[config.mk]
export PLATFORM = sky130hd
export DESIGN_NAME = e3_serial_collector
export DESIGN_NICKNAME = d
export VERILOG_FILES = /design/src/rtl/e3_pkg.sv /design/src/rtl/e3_frame_deser.sv /design/src/rtl/e3_serial_collector.sv
export SDC_FILE = /design/constraint.sdc
export NUM_CORES = 1
export LEC_CHECK = 0
export ABC_AREA = 1
export BUFFER_PORTS_ARGS = -buffer_cell sky130_fd_sc_hd__buf_2
export CAP_MARGIN = 20
export CORE_ASPECT_RATIO = 0.75
export CORE_MARGIN = 5
export CORE_UTILIZATION = 55
export CTS_CLUSTER_DIAMETER = 60
export CTS_CLUSTER_SIZE = 25
export DETAILED_ROUTE_END_ITERATION = 12
export PLACE_DENSITY = 0.75
export SYNTH_ARGS = -nofsm -noshare
export SYNTH_HDL_FRONTEND = slang
export SYNTH_SLANG_ARGS = --single-unit
[constraint.sdc]
create_clock -name clk -period 1.8 [get_ports clk]
set_input_delay 0.27 -clock clk [delete_from_list [all_inputs] [get_ports clk]]
set_output_delay 0.27 -clock clk [all_outputs]
set_load 0.01 [all_outputs]
[src/rtl/e3_pkg.sv]
// Shared constants and the Excess-3 to BCD decode helper for the serial collector.
package e3_pkg;

  localparam int unsigned DIGIT_W   = 4;
  localparam logic [3:0]  E3_OFFSET = 4'd3;
  localparam logic [3:0]  E3_MIN    = 4'd3;
  localparam logic [3:0]  E3_MAX    = 4'd12;
  localparam logic [3:0]  BCD_ERR   = 4'hF;

  // Returns {err, digit}; illegal codes map to BCD_ERR so the subtract never wraps.
  function automatic logic [4:0] e3_decode(input logic [3:0] code);
    logic err;
    err = (code < E3_MIN) || (code > E3_MAX);
    return {err, (err ? BCD_ERR : code - E3_OFFSET)};
  endfunction

endpackage

[src/rtl/e3_frame_deser.sv]
// Frames the LSB-first serial E3 stream into 4-bit codes and decodes each one.
module e3_frame_deser
  import e3_pkg::*;
(
  input  logic       clk,
  input  logic       reset,
  input  logic       d_in,
  output logic       frame_end,
  output logic [3:0] dec_digit,
  output logic       dec_err,
  output logic [3:0] e3_code,
  output logic [3:0] bcd_digit,
  output logic       code_err,
  output logic       digit_valid
);

  logic [1:0] bit_cnt_q;
  logic [3:0] sr_q;
  logic [3:0] code;
  logic [3:0] e3_code_q;
  logic [3:0] bcd_digit_q;
  logic       code_err_q;
  logic       digit_valid_q;

  // The code completing on this edge, visible to the word assembler in the same cycle.
  always_comb begin
    code                 = {d_in, sr_q[3:1]};
    frame_end            = (bit_cnt_q == 2'd3);
    {dec_err, dec_digit} = e3_decode(code);
  end

  always_ff @(posedge clk or posedge reset) begin
    if (reset) begin
      bit_cnt_q     <= 2'd0;
      sr_q          <= 4'd0;
      e3_code_q     <= 4'd0;
      bcd_digit_q   <= 4'd0;
      code_err_q    <= 1'b0;
      digit_valid_q <= 1'b0;
    end else begin
      bit_cnt_q     <= bit_cnt_q + 2'd1;
      sr_q          <= code;
      digit_valid_q <= frame_end;
      if (frame_end) begin
        e3_code_q   <= code;
        bcd_digit_q <= dec_digit;
        code_err_q  <= dec_err;
      end
    end
  end

  assign e3_code     = e3_code_q;
  assign bcd_digit   = bcd_digit_q;
  assign code_err    = code_err_q;
  assign digit_valid = digit_valid_q;

endmodule

[src/rtl/e3_serial_collector.sv]
// Packs decoded BCD digits into NUM_DIGITS-wide words with a valid/ack handshake.
module e3_serial_collector
  import e3_pkg::*;
#(
  parameter int unsigned NUM_DIGITS = 4
) (
  input  logic                          clk,
  input  logic                          reset,
  input  logic                          d_in,
  output logic [3:0]                    e3_code,
  output logic [3:0]                    bcd_digit,
  output logic                          digit_valid,
  output logic                          code_err,
  output logic [DIGIT_W*NUM_DIGITS-1:0] word_out,
  output logic                          word_valid,
  output logic                          word_err,
  input  logic                          word_ack,
  output logic                          overrun
);

  localparam int unsigned WordW = DIGIT_W * NUM_DIGITS;
  localparam int unsigned CntW  = (NUM_DIGITS > 1) ? $clog2(NUM_DIGITS) : 1;
  localparam logic [CntW-1:0] LastDigit = CntW'(NUM_DIGITS - 1);

  logic             frame_end;
  logic [3:0]       dec_digit;
  logic             dec_err;
  logic [CntW-1:0]  digit_cnt_q, digit_cnt_d;
  logic [WordW-1:0] asm_q, asm_d, asm_cur;
  logic             acc_err_q, acc_err_d;
  logic [WordW-1:0] word_out_q, word_out_d;
  logic             word_err_q, word_err_d;
  logic             word_valid_q, word_valid_d;
  logic             overrun_q, overrun_d;

  e3_frame_deser u_deser (
    .clk         (clk),
    .reset       (reset),
    .d_in        (d_in),
    .frame_end   (frame_end),
    .dec_digit   (dec_digit),
    .dec_err     (dec_err),
    .e3_code     (e3_code),
    .bcd_digit   (bcd_digit),
    .code_err    (code_err),
    .digit_valid (digit_valid)
  );

  always_comb begin
    asm_d        = asm_q;
    acc_err_d    = acc_err_q;
    digit_cnt_d  = digit_cnt_q;
    word_out_d   = word_out_q;
    word_err_d   = word_err_q;
    word_valid_d = word_valid_q;
    overrun_d    = overrun_q;
    asm_cur      = asm_q;
    asm_cur[digit_cnt_q*DIGIT_W +: DIGIT_W] = dec_digit;

    if (word_ack && word_valid_q) begin
      word_valid_d = 1'b0;
    end

    if (frame_end) begin
      if (digit_cnt_q == LastDigit) begin
        digit_cnt_d = '0;
        asm_d       = '0;
        acc_err_d   = 1'b0;
        // An ack on the completion edge frees the slot for the new word.
        if (!word_valid_q || word_ack) begin
          word_out_d   = asm_cur;
          word_err_d   = acc_err_q | dec_err;
          word_valid_d = 1'b1;
        end else begin
          overrun_d = 1'b1;
        end
      end else begin
        digit_cnt_d = digit_cnt_q + CntW'(1);
        asm_d       = asm_cur;
        acc_err_d   = acc_err_q | dec_err;
      end
    end
  end

  always_ff @(posedge clk or posedge reset) begin
    if (reset) begin
      digit_cnt_q  <= '0;
      asm_q        <= '0;
      acc_err_q    <= 1'b0;
      word_out_q   <= '0;
      word_err_q   <= 1'b0;
      word_valid_q <= 1'b0;
      overrun_q    <= 1'b0;
    end else begin
      digit_cnt_q  <= digit_cnt_d;
      asm_q        <= asm_d;
      acc_err_q    <= acc_err_d;
      word_out_q   <= word_out_d;
      word_err_q   <= word_err_d;
      word_valid_q <= word_valid_d;
      overrun_q    <= overrun_d;
    end
  end

  assign word_out   = word_out_q;
  assign word_err   = word_err_q;
  assign word_valid = word_valid_q;
  assign overrun    = overrun_q;

endmodule

==> run metrics <==
Top FF cell, synth=dfrtp_1; Antenna Violating Nets Remaining=0; post-synth net total=294; RSZ-0062 raised after global routing=no; status=finished with violations; DRT Pass-1 Iters=4; Worst Max-Slew Pin Slew=0.318 ns; fmax=0.595 GHz; post-CTS setup buffers=0; die area=5840 um2; CTS resizes=0; Tot GR Track Use=19.2%; critical path data arrival time=1.93 ns; Clock Skew=0.00819 ns; Layout area overhead=15.2%; synthesized instance count=281; Final TNS setup=0 ns; setup violators final=0; Setup crit end kind=flip-flop; Inserted Diodes=0; crit path max fanout=5; Worst EP required=2.04 ns; failing checks=negative hold slack; Site Rows=20; most frequent cells in the layout=nand2_1 (125), dfrtp_1 (53), buf_2 (32); largest net degree at the start of global routing=54; Longest Clk Path Bufs=2; commonest non-fill, non-tap cell in the layout=nand2_1; fin crit share=93.4%; total power=2.30 mW; Fin. Hold Viols=2; # DRC=0; CTS root buffer=clkbuf_8; clk sinks=53; mapped cell area=2420 um2; GR Overflow Total=0; vias=1881; initial antenna violation count=0; Die Wd=86.6 um; relative slew slack=78.6%; syn avg cell area=8.62 um2; post-layout minimum cycle time=1.68 ns; Cell Pwr Density=825 nW/um2; crit path kind=flip-flop to flip-flop; Hold Path Class=input port to asynchronous set/reset pin; CTS Buf Count=5; VDD IR max=528 uV; first-pass GRT wire length=8580 um; Synth cell types=25; cts hold-fix bufs=0; vias per cell=4.99; vias in the first global route=1770; register area share after synthesis=54.8%; final core utilization=67.2%; fraction of layout cells with a size suffix above 1=20.5%; DRT Wirelength=5000 um; routed len/inst=13.3 um; Startpoint Class=flip-flop; gpl congestion=0.887; HPWL after DPL=3480 um; Port Buf Inserts=32; asr flop ratio synth=100%; leakage=1.54 nW; fill cell count=341; Die Span Y=67.5 um; nets=334; hold slack=-0.00115 ns; EDFF count, synth=0; maxcap violations=0; DR iter-0 viols=135; footprint of the multi-input gates=942 um2; H-tree Lvls=2; clk_lat worst skew=0.31 ns; register bit total from synthesis=53; Reg area=1330 um2; Worst-path clk slew=0.09 ns; Final Max Slew Viols=0; Yosys warnings=0; CTS tree=built; initial core utilization=58.3%; Core Region=4150 um2; IO Pins=33
## stage by stage
step	instances	setup slack [ns]	instance area (um2)	hold WS, ns
finish	377	0.119	2790	-0.00115
global route	377	0.0219	2790	0.0229
CTS	377	0.166	2790	0.00813
detailed placement	369	0.190	2670	0.340
global placement	369	0.286	2670	0.338
floorplan	281	0.241	2420	0.301
## sequential cells by signal, indices dropped and copies added (netlist names)
| signal | count |
|---|---|
| asm_q | 16 |
| word_out | 16 |
| u_deser.bcd_digit | 4 |
| u_deser.e3_code | 4 |
| u_deser.sr_q | 3 |
| digit_cnt_q | 2 |
| u_deser.bit_cnt_q | 2 |
| acc_err_q | 1 |
| overrun | 1 |
| u_deser.code_err | 1 |
| u_deser.digit_valid | 1 |
| word_err | 1 |
| word_valid | 1 |
## cells by family (layout without fill, tap and decap cells)
group	after synthesis	after routing	synth area share (%)
AO/OA/AOI/OAI	28	28	6.61
adder cells (fa/ha/maj)	9	9	4.65
AND/OR/NAND/NOR	157	157	27.6
flip-flops	53	53	54.8
buffers and inverters	34	75	6.30
## final cells by class
| type | count | area share, % |
|---|---|---|
| Clock buffer | 7 | 3.09 |
| Inverter | 27 | 3.72 |
| Multi-Input combinational cell | 194 | 33.8 |
| Tap cell | 55 | 2.47 |
| Clock inverter | 1 | 1.08 |
| Sequential cell | 53 | 47.5 |
| Timing Repair Buffer | 40 | 8.34 |
## where the power goes
group | leakage [nW] | total, mW | switching [mW] | internal, mW
clock | 0.0585 | 0.821 | 0.367 | 0.453
sequential | 0.649 | 1.27 | 0.0301 | 1.24
combinational | 0.830 | 0.206 | 0.127 | 0.0783
## worst paths after layout
path / from / endpoint / slack, ns / depth (start not counted)
max: digit_cnt_q[1] / asm_q[3] / 0.12 / 6
min: reset / word_out[10] / -0.001 / 3
max reg2reg: digit_cnt_q[1] / asm_q[3] / 0.12 / 6
min reg2reg: u_deser.bit_cnt_q[0] / u_deser.bit_cnt_q[0] / 0.42 / 1
max in group asynchronous: reset / u_deser.e3_code[2] / 1.57 / 3
min in group clk: d_in / u_deser.sr_q[3] / 0.14 / 1
## cells in the mapped netlist (4+ instances only)
library cell,instances,area share [%]
dfrtp_1,53,55
nand3_2,5,2.1
nand2_1,125,19
ha_1,9,4.7
nand3_1,5,1.0
o21ai_0,10,2.1
o21ai_1,7,1.4
nand2_2,4,1.0
nor2_1,9,1.4
inv_1,23,3.6
## critical path: stages (launching register included)
cell and delay (ns):
dfrtp_1 0.42, inv_1 0.11, ha_1 0.36, nor3_2 0.29, nand3_1 0.14, a21oi_1 0.18
a21o_1 0.11
## layer usage
metal	routed length, um	GRT usage (%)	vias up
met5	0	0	-
met4	46	6.81	0
met3	314	5.49	4
met2	2080	26.2	50
met1	2560	29.0	872
li1	-	-	955
Note: power is estimated with default switching activity, not from simulation.
